`src/rtl/enc_match_ctrl_pkg.sv`:
```
// Shared types and widths for the encode/store/compare controller and its encoder.
package enc_match_ctrl_pkg;

  localparam int CODE_W = 4;
  localparam int DATA_W = 10;

  typedef enum logic [1:0] {
    IDLE    = 2'd0,
    COMPARE = 2'd1,
    RESP    = 2'd2,
    LOCK    = 2'd3
  } state_t;

endpackage

```
`src/rtl/enc_match_ctrl_log2_bucket.sv`:
```
// Combinational log2 bucket encoder: 0 -> 0, 1..3 -> 1, otherwise index of the top set bit.
module log2_bucket
  import enc_match_ctrl_pkg::*;
(
  input  logic [DATA_W-1:0] i,
  output logic [CODE_W-1:0] code
);

  // Ascending scan so the highest set bit at or above bit 2 wins; bits 1..0 fold into bucket 1.
  always_comb begin
    code = '0;
    if (i[1] | i[0]) begin
      code = CODE_W'(1);
    end
    for (int b = 2; b < DATA_W; b++) begin
      if (i[b]) begin
        code = CODE_W'(b);
      end
    end
  end

endmodule

```
`src/rtl/enc_match_ctrl.sv`:
```
// Enroll/verify sequencing controller with consecutive-mismatch lockout.
module enc_match_ctrl
  import enc_match_ctrl_pkg::*;
#(
  parameter int MAX_FAIL = 3,
  parameter int CNT_W    = 3
) (
  input  logic              c,
  input  logic              rst_n,
  input  logic [DATA_W-1:0] i,
  input  logic              enroll_req,
  input  logic              verify_req,
  output logic              busy,
  output logic              ack,
  output logic              match,
  output logic              locked,
  output logic              ref_valid,
  output logic [CNT_W-1:0]  fail_cnt
);

  localparam logic [CNT_W-1:0] FAIL_LIMIT = CNT_W'(MAX_FAIL);
  localparam logic [CNT_W-1:0] FAIL_SAT   = '1;

  state_t              state, state_d;
  logic [CODE_W-1:0]   ref_code, ref_code_d;
  logic [CODE_W-1:0]   probe_code, probe_code_d;
  logic [CODE_W-1:0]   code_i;
  logic                ref_valid_d;
  logic [CNT_W-1:0]    fail_cnt_d;
  logic                match_d;
  logic                hit;

  log2_bucket u_log2_bucket (
    .i    (i),
    .code (code_i)
  );

  assign hit = ref_valid & (probe_code == ref_code);

  // Outputs are flopped from the next-state decode so they change only on clock edges.
  always_ff @(posedge c or negedge rst_n) begin
    if (!rst_n) begin
      state      <= IDLE;
      ref_code   <= '0;
      probe_code <= '0;
      ref_valid  <= 1'b0;
      fail_cnt   <= '0;
      match      <= 1'b0;
      ack        <= 1'b0;
      busy       <= 1'b0;
      locked     <= 1'b0;
    end else begin
      state      <= state_d;
      ref_code   <= ref_code_d;
      probe_code <= probe_code_d;
      ref_valid  <= ref_valid_d;
      fail_cnt   <= fail_cnt_d;
      match      <= match_d;
      ack        <= (state_d == RESP);
      busy       <= (state_d == COMPARE) || (state_d == RESP);
      locked     <= (state_d == LOCK);
    end
  end

  always_comb begin
    state_d      = state;
    ref_code_d   = ref_code;
    probe_code_d = probe_code;
    ref_valid_d  = ref_valid;
    fail_cnt_d   = fail_cnt;
    match_d      = 1'b0;
    unique case (state)
      IDLE: begin
        if (enroll_req) begin
          ref_code_d  = code_i;
          ref_valid_d = 1'b1;
          fail_cnt_d  = '0;
          state_d     = RESP;
        end else if (verify_req) begin
          probe_code_d = code_i;
          state_d      = COMPARE;
        end
      end
      COMPARE: begin
        // A verify with nothing enrolled is a plain mismatch, not a probing attempt.
        match_d = hit;
        if (hit) begin
          fail_cnt_d = '0;
        end else if (ref_valid && (fail_cnt != FAIL_SAT)) begin
          fail_cnt_d = fail_cnt + CNT_W'(1);
        end
        state_d = RESP;
      end
      RESP: begin
        state_d = (fail_cnt >= FAIL_LIMIT) ? LOCK : IDLE;
      end
      LOCK: begin
        state_d = LOCK;
      end
      default: begin
        state_d = IDLE;
      end
    endcase
  end

endmodule
```
`config.mk`:
```
export PLATFORM = sky130hd
export DESIGN_NAME = enc_match_ctrl
export DESIGN_NICKNAME = d
export VERILOG_FILES = /design/src/rtl/enc_match_ctrl_pkg.sv /design/src/rtl/enc_match_ctrl_log2_bucket.sv /design/src/rtl/enc_match_ctrl.sv
export SDC_FILE = /design/constraint.sdc
export NUM_CORES = 1
export LEC_CHECK = 0
export BUFFER_PORTS_ARGS = -buffer_cell sky130_fd_sc_hd__buf_2
export CORE_ASPECT_RATIO = 1.25
export CORE_MARGIN = 2
export CORE_UTILIZATION = 46
export DETAILED_ROUTE_END_ITERATION = 10
export PLACE_DENSITY_LB_ADDON = 0.08
export SLEW_MARGIN = 30
export SYNTH_ARGS = -nofsm -noshare
export SYNTH_HDL_FRONTEND = slang
export SYNTH_SLANG_ARGS = --single-unit
```
`constraint.sdc`:
```
create_clock -name c -period 1.8 [get_ports c]
set_clock_uncertainty 0.05 [all_clocks]
set_input_delay 0.36 -clock c [delete_from_list [all_inputs] [get_ports c]]
set_output_delay 0.36 -clock c [all_outputs]
set_load 0.05 [all_outputs]
```
### Yosys cells after proc, flatten, opt, wreduce, memory -nomap -nowiden

Index checks and enable logic that the tools add are counted.

* logic and storage cells: 49
* latch bits: 0
* input bits: 14
* bits in registers: 18
* ROM bits: 0
* memories: 0
* memory bits (writable): 0

* multiply operators: 0
* add/sub/neg operators: 1
* divide/modulo/power cells: 0
* bitwise operators: 3
* shifts and indexed selects: 0
* reduce and logical (&&, ||, !) cells: 7
* multiplexer cells: 18
* $lt $le $gt $ge: 1
* eq/ne operators: 10

Operators with widths (number)
* $mux 3: 7
* $mux 2: 5
* $eq 2x2->1 const B: 4
* $mux 4: 2
* $pmux 2 s4: 1
* $ne 3x3->1 const B: 2
* $pmux 3 s2: 1
* $reduce_and 3->1: 2
* $eq 2x1->1 const B: 2
* $eq 4x4->1: 1
* $add 3x1->3 const B: 1
* $ge 3x2->1 const B: 1
* $logic_not 2->1: 1
* $mux 1: 2
* $ne 2x2->1 const B: 1
* $reduce_and 2->1: 1
* $reduce_bool 2->1: 1
* $and 1x1->1: 1
* $logic_and 1x1->1: 1
* $logic_or 1x1->1: 1
* $not 1->1: 1
* $or 1x1->1: 1

### Logic depth before layout (Yosys ltp)

Gate-level depths: netlist of the first run.

* depth after elaboration: 10
* gate-level depth with buffers: 6

### By module

From an unflattened synthesis of the first run, not the netlist that was laid out.

* cells, all modules: 78
* area total of the unflattened synthesis: 950.9 sq um

Modules (own cells, without submodules)
* enc_match_ctrl: cells each 65, times used 1, seq. area each 450.4 sq um, area each 877.1 sq um
* log2_bucket: cells each 13, times used 1, seq. area each 0.0 sq um, area each 73.8 sq um

### Worst setup path before layout of the first run

No wires, ideal clock.

* kind: register to register
* start: reg fail_cnt[0]
* end: reg busy
* data arrival time: 2.016 ns
* stages on the path, launching flop included: 7
* required time: 1.637 ns
* path buffers: 0
* slack: -0.379 ns
* cell sequence: dfrtp_1 > ha_1 > ha_1 > a2111o_1 > mux2_2 > ha_1 > inv_1

* longest elaborated chain between the ends: 5
* elaborated cells on any way between the ends: 6
* classes of those cells: order compare (1); eq/ne (2); mux (2); reduce/logical (1)

RTL lines
* from (decl): line enc_match_ctrl.sv:18 `output logic [CNT_W-1:0] fail_cnt`
* from (signal assigned): line enc_match_ctrl.sv:57 `fail_cnt <= fail_cnt_d;`
* $ge 3x2->1 *: line enc_match_ctrl.sv:95 `state_d = (fail_cnt >= FAIL_LIMIT) ? LOCK : IDLE;`
* $mux 2 *: line enc_match_ctrl.sv:95
* $pmux 2 s4 *: line enc_match_ctrl.sv:72 `unique case (state)`
* via state_d[1]: line enc_match_ctrl.sv:24 `state_t state, state_d;`
* $eq 2x1->1 / $eq 2x2->1 (equally long branches): line enc_match_ctrl.sv:60 `busy <= (state_d == COMPARE) || (state_d == RESP);`
* $logic_or 1x1->1 *: line enc_match_ctrl.sv:60
* to (signal assigned): line enc_match_ctrl.sv:60
* to (decl): line enc_match_ctrl.sv:13 `output logic busy,`

Mark *: on every way through the listed nets, which the timed path passes. The rest lies on a longest branch.
A chain may end at the register's enable or synchronous reset.

### Final worst setup path of the first run

* start: reg fail_cnt[1]
* end: reg busy

The elaborated chain is that of the path after synthesis.

==> results of run 1 <==
## worst register-to-register path, stage by stage (launching register included)
cell	delay, ns
dfrtp_2	0.44
ha_4	0.18
ha_4	0.14
a2111o_1	0.31
mux2_4	0.31
ha_4	0.26
inv_2	0.02
## metrics by stage
stage / instances / setup TNS [ns] / setup WS [ns] / instance area (sq um)
2_1_floorplan: 83 / -0.160 / -0.0993 / 930
3_3_place_gp: 128 / 0 / 0.0242 / 1100
3_5_place_dp: 128 / -0.00624 / -0.00624 / 1100
4_1_cts: 133 / -0.0261 / -0.0261 / 1130
5_1_grt: 133 / -0.0719 / -0.0517 / 1130
6_report: 133 / -0.00902 / -0.00902 / 1130
## power by group
group / switching (mW) / total [mW] / internal, mW
clock: 0.120 / 0.206 / 0.0860
combinational: 0.465 / 0.792 / 0.327
sequential: 0.109 / 0.662 / 0.553
total: 0.694 / 1.66 / 0.966
## routing by layer
layer,part of all wire,wire length [um]
met4,0.011,18
met1,0.40,656
met5,0,0
met2,0.54,884
met3,0.043,70
## cell usage after synthesis, drive strengths merged (2+ instances only)
| library cell | n | area, sq um |
|---|---|---|
| nand2 | 9 | 33.8 |
| xor2 | 3 | 26.3 |
| a21oi | 6 | 30.0 |
| nand2b | 2 | 12.5 |
| o32ai | 2 | 17.5 |
| o21bai | 2 | 15.0 |
| o21ai | 5 | 25.0 |
| nor3 | 2 | 15.0 |
| dfrtp | 18 | 450 |
| ha | 5 | 62.6 |
| inv | 5 | 18.8 |
| nor2 | 11 | 43.8 |
| nor4b | 2 | 30.0 |
## how the worst max path moves through the flow
stage | slack [ns] | depth (start not counted) | end
finish | -0.009 | 6 | busy$_DFF_PN0_
global route | -0.05 | 6 | busy$_DFF_PN0_
CTS | -0.03 | 6 | busy$_DFF_PN0_
detailed placement | -0.006 | 6 | busy$_DFF_PN0_
global placement | 0.02 | 6 | busy$_DFF_PN0_
floorplan | -0.1 | 6 | busy$_DFF_PN0_
## kinds of logic (layout without fill, tap and decap cells)
logic type               count (synthesis)  after routing  synth area share
adder cells (fa/ha/maj)                  5              5            0.0707
multiplexers                             1              1            0.0127
flip-flops                              18             18             0.509
AND/OR/NAND/NOR                         30             30             0.197
buffers and inverters                    5             36            0.0212
AO/OA/AOI/OAI                           20             20             0.150
XOR/XNOR                                 4              4            0.0396
## flip-flops by register name, indices dropped and copies added (netlist names)
signal and count:
ref_valid 1, ref_code 4, state 2, fail_cnt 3, busy 1, probe_code 4, match 1, locked 1
ack 1
## timing repair
action,CTS,global route
cloned,0,0
pin swaps,0,0
endpoints found under the hold margin,18,0
hold buffers,1,0
resized for setup,1,0
setup endpoints to repair,1,2
## final cells by class
class	instances	area (sq um)	area share
Sequential cell	18	454	0.401
Tap cell	19	23.8	0.0210
Timing Repair Buffer	27	153	0.135
Multi-Input combinational cell	60	457	0.403
Inverter	5	18.8	0.0166
Clock buffer	4	26.3	0.0232
==> results.txt, run 1 <==
Outcome = complete, but fails checks
Failing checks = negative setup slack
Worst reg2reg path depth = 6
Via count = 696
Worst slew pin tran = 0.401 ns
Number of synthesized flops with an enable pin = 0
Slowest stage delay, CP = 0.44 ns
Congestion Overflow GR = 0
Clk root buf = clkbuf_4
Post-synthesis register bit count = 18
CP Launch Type = flip-flop
Critical Path Start = fail_cnt[1]$_DFFE_PN0P_
Max IR drop VDD = 0.714 mV
Sequential-to-total area share from yosys stat = 0.509
Asr flop ratio synth = 1.00
Max Clk Rate = 0.553 GHz
Die height = 53.0 um
Slew Limit Headroom = 0.729
DIE WIDTH = 43.2 um
Count of final hold-check violations = 0
Power density over the cells = 1470 nW/um^2
DP HPWL = 1.32 mm
MaxCap Viol Count = 0
Area growth syn-to-layout = 28.0%
Total CTS buffers = 3
Routed vias/inst = 5.23
Clock sink count = 18
Cells after Synth = 83
H-Tree Depth = 1
Input/output buffers = 21
CTS tree = built
Worst path cell trace = ha_4, ha_4, a2111o_1, mux2_4, ha_4, inv_2
Met1 GRT Util = 0.178
CP max-delay cell = dfrtp_2
R2r setup slk = -0.009 ns
Die ar. = 2290 sq um
Busiest grt layer = met2
Critical R2R Launch = fail_cnt[1]$_DFFE_PN0P_
Routed wire length = 1.63 mm
Drt pass-1 iters = 4
Ys flop type = dfrtp_1
ANT cells = 0
Vias in the first global route = 713
Filler Cell Count = 165
Pleak = 0.554 nW
Wirelength per Cell = 12.2 um
Arr. time, crit path = 1.95 ns
Final setup viols = 1
Synth Net Count = 102
Critical-path maximum fanout = 3
Critical path type = flip-flop to flip-flop
Worst path bufs/invs = 1
Initial antenna violation count = 0
RR Endpoint = busy$_DFF_PN0_
Worst-path clk slew = 0.10 ns
Commonest non-fill, non-tap cells in the layout = 21 x buf_2, 15 x dfrtp_1, 10 x nor2_1
Commonest non-fill, non-tap cell in the layout = buf_2
DRC Markers = 0
First-pass GRT wire length = 2.86 mm
RSZ-0062 raised after global routing = true
Period utilisation layout = 1.01
Post-CTS Setup Bufs = 0
Site Rows = 17
Initial Utilization = 0.495
Yosys warns = 0
Slack of the critical path = -0.00902 ns
Crit-path leading delay family = adder cells
Util after Layout = 0.634
Req. time, crit path = 1.94 ns
CP Capture Type = flip-flop
Initial drt markers = 9
Hold Crit Endpoint = ref_code[3]$_DFFE_PN0P_
Post-layout min period = 1.81 ns
Hold_sp = i[8]
Met2 usage = 0.338
Worst skew pair latency = 0.28 ns
Synthesized area = 885 sq um
Largest net degree at the start of global routing = 19
Final Power = 1.66 mW
Post-DRT Antenna Nets = 0
Share of layout cells above drive strength 1 = 0.368
Io pins = 22
Final #Nets = 134
Min Hold Slack = 0.320 ns
Slew Limit Fails = 0
Tot GR Track Use = 0.174
Synth unique cells = 27
M3 GR Usage = 0.0205
Most frequent CP cell = ha_4
Core ar. = 1790 sq um
Clock Path Buffers = 2
GPL Wtd Cong = 0.800
Avg Inst Size Synth = 10.7 sq um
Hold path depth = 3
Worst hold path type = input pin to flip-flop
No activity file was read; power rests on OpenSTA's default activity.
==> run 2, diff against run 1 <==
--- a/config.mk
+++ b/config.mk
@@ -8,7 +8,7 @@
 export BUFFER_PORTS_ARGS = -buffer_cell sky130_fd_sc_hd__buf_2
 export CORE_ASPECT_RATIO = 1.25
 export CORE_MARGIN = 2
-export CORE_UTILIZATION = 46
+export CORE_UTILIZATION = 54
 export DETAILED_ROUTE_END_ITERATION = 10
 export PLACE_DENSITY_LB_ADDON = 0.08
 export SLEW_MARGIN = 30
==> constraint.sdc (replaced) <==
create_clock -name c -period 2.3 [get_ports c]
set_clock_uncertainty 0.05 [all_clocks]
set_input_delay 0.46 -clock c [delete_from_list [all_inputs] [get_ports c]]
set_output_delay 0.46 -clock c [all_outputs]
set_load 0.05 [all_outputs]
==> run 2 against run 1 <==
The flow now finishes without violations. Sequential power fell by 21%. Global-route usage rose by 3.2 points. Sequential share of layout area rose by 3.4 points. Count of clock-buffer cells in the layout fell by 1.
==> results.txt, run 2 (synthesized netlist as in run 1, its figures left out) <==
CP Capture Type = flip-flop
Power density over the cells = 1180 nW/um^2 (-19%)
Largest regs = probe_code: 4 flops, ref_code: 4 flops, fail_cnt: 3 flops
Initial Utilization = 0.567 (+0.0714)
Max IR drop VDD = 0.591 mV (-17%)
Max Clk Rate = 0.491 GHz (-11%)
Initial drt markers = 10 (+1)
Commonest non-fill, non-tap cells in the layout = 21 x buf_2, 18 x dfrtp_1, 10 x nor2_1
H-Tree Depth = 1 (unchanged)
Routed wire length = 1.66 mm (+1.7%)
Slack of the critical path = 0.262 ns (+0.271 ns)
Worst-path clk slew = 0.10 ns (about the same)
DIE WIDTH = 40.2 um (-7.0%)
Wirelength per Cell = 13.2 um (+8.2%)
Largest net degree at the start of global routing = 19 (unchanged)
Placed insts = 122 (-4.7%)
Io pins = 22 (unchanged)
Req. time, crit path = 2.44 ns (+0.50 ns)
Tot GR Track Use = 0.206 (+0.0318)
Slowest stage delay, CP = 0.44 ns (about the same)
Via count = 721 (+3.6%)
Site Rows = 16 (-1)
Initial antenna violation count = 0 (unchanged)
Clock Path Buffers = 2 (unchanged)
Post-DRT Antenna Nets = 0 (unchanged)
Area of the multi-input gates = 415 sq um (-9.0%)
GPL Wtd Cong = 0.732 (-8.5%)
Commonest non-fill, non-tap cell in the layout = buf_2
Arr. time, crit path = 2.18 ns (+0.23 ns)
Clk root buf = clkbuf_4
Post-CTS Setup Bufs = 0 (unchanged)
Hold Buf Count CTS = 0 (-1)
Routed vias/inst = 5.77 (+10%)
ANT cells = 0 (unchanged)
Total CTS buffers = 3 (unchanged)
Crit-path leading delay family = adder cells
Worst slew pin tran = 0.474 ns (+0.0726 ns)
Input/output buffers = 21 (unchanged)
Filler Cell Count = 141 (-15%)
Clock sink count = 18 (unchanged)
Vias in the first global route = 688 (-3.5%)
TNS Setup = 0 ns (+0.00902 ns)
Die height = 49.3 um (-7.1%)
Drt pass-1 iters = 4 (unchanged)
DRC Markers = 0 (unchanged)
Final #Nets = 128 (-4.5%)
Core ar. = 1560 sq um (-13%)
First-pass GRT wire length = 2.84 mm (-0.98%)
Area growth syn-to-layout = 17.0%
Post-layout min period = 2.04 ns (+0.229 ns)
MaxCap Viol Count = 0 (unchanged)
Post-CTS resize count = 0 (-1)
Die ar. = 1980 sq um (-14%)
Reg area = 450 sq um (-0.83%)
Slew Limit Headroom = 0.680 (-0.0490)
Non-Filler Instances = 125 (-6.0%)
Dpl ws = 0.266 ns (+0.273 ns)
Most frequent CP cell = ha_1
Worst skew pair latency = 0.29 ns (about the same)
Count of final hold-check violations = 0 (unchanged)
DP HPWL = 1.31 mm (-1.1%)
Critical-path maximum fanout = 5 (+2)
Congestion Overflow GR = 0 (unchanged)
Stages on worst setup path = 6 (unchanged)
Share of layout cells above drive strength 1 = 0.280 (-0.0880)
Worst reg2reg path depth = 6 (unchanged)
Final Power = 1.22 mW (-26%)
Period utilisation layout = 0.886 (-0.119)
CP max-delay cell = dfrtp_1
RSZ-0062 raised after global routing = false
Worst path cell trace = ha_1, ha_1, a2111o_1, mux2_2, ha_1, inv_1
Outcome = complete, no violations
Slew Limit Fails = 0 (unchanged)
CP Launch Type = flip-flop
Final setup viols = 0 (-1)
Worst path bufs/invs = 1 (unchanged)
Worst hold path type = input pin to async pin
Critical path type = flip-flop to flip-flop
Pleak = 0.526 nW (-5.0%)
CTS tree = built
[run 2: worst register-to-register path: stages, from the launching register on]
cell      delay (ns)
dfrtp_1         0.44
ha_1            0.24
ha_1            0.18
a2111o_1        0.42
mux2_2          0.30
ha_1            0.27
inv_1           0.03
[run 2: area by class of cell]
| class | count | area share |
|---|---|---|
| Tap cell | 18 | 0.0218 |
| Clock buffer | 3 | 0.0218 |
| Multi-Input combinational cell | 60 | 0.401 |
| Sequential cell | 18 | 0.435 |
| Timing Repair Buffer | 21 | 0.102 |
| Inverter | 5 | 0.0181 |
[run 2: metrics by stage]
| step | util | hold slack (ns) | cell area [sq um] |
|---|---|---|---|
| 6_report | 0.663 | 0.0295 | 1030 |
| 5_1_grt | 0.663 | 0.0508 | 1030 |
| 4_1_cts | 0.663 | 0.0450 | 1030 |
| 3_5_place_dp | 0.648 | 0.360 | 1010 |
| 3_3_place_gp | 0.648 | 0.356 | 1010 |
| 2_1_floorplan | - | 0.114 | 885 |
[run 2: report_power, final]
part           internal [mW]  leakage [nW]  switching (mW)
Clock                 0.0609        0.0138          0.0915
Combinational          0.203         0.290           0.342
Sequential             0.431         0.223          0.0946
[run 2: routing by layer]
metal / vias to the layer above / part of all wire / global-route usage
li1: 348 / - / -
met1: 348 / 0.39 / 0.232
met5: - / 0 / 0
met2: 20 / 0.54 / 0.355
met3: 5 / 0.039 / 0.0274
met4: 0 / 0.022 / 0.100
[run 2: final timing paths]
path                                         start                       to  slack (ns)
setup reg to reg           fail_cnt[0]$_DFFE_PN0P_           busy$_DFF_PN0_        0.26
hold reg to reg            ref_code[3]$_DFFE_PN0P_  ref_code[3]$_DFFE_PN0P_        0.47
setup / recovery           fail_cnt[0]$_DFFE_PN0P_           busy$_DFF_PN0_        0.26
min in group c                                i[8]  ref_code[3]$_DFFE_PN0P_        0.42
max in group asynchronous                    rst_n       state[1]$_DFF_PN0_        1.89
hold / removal                               rst_n         locked$_DFF_PN0_        0.03
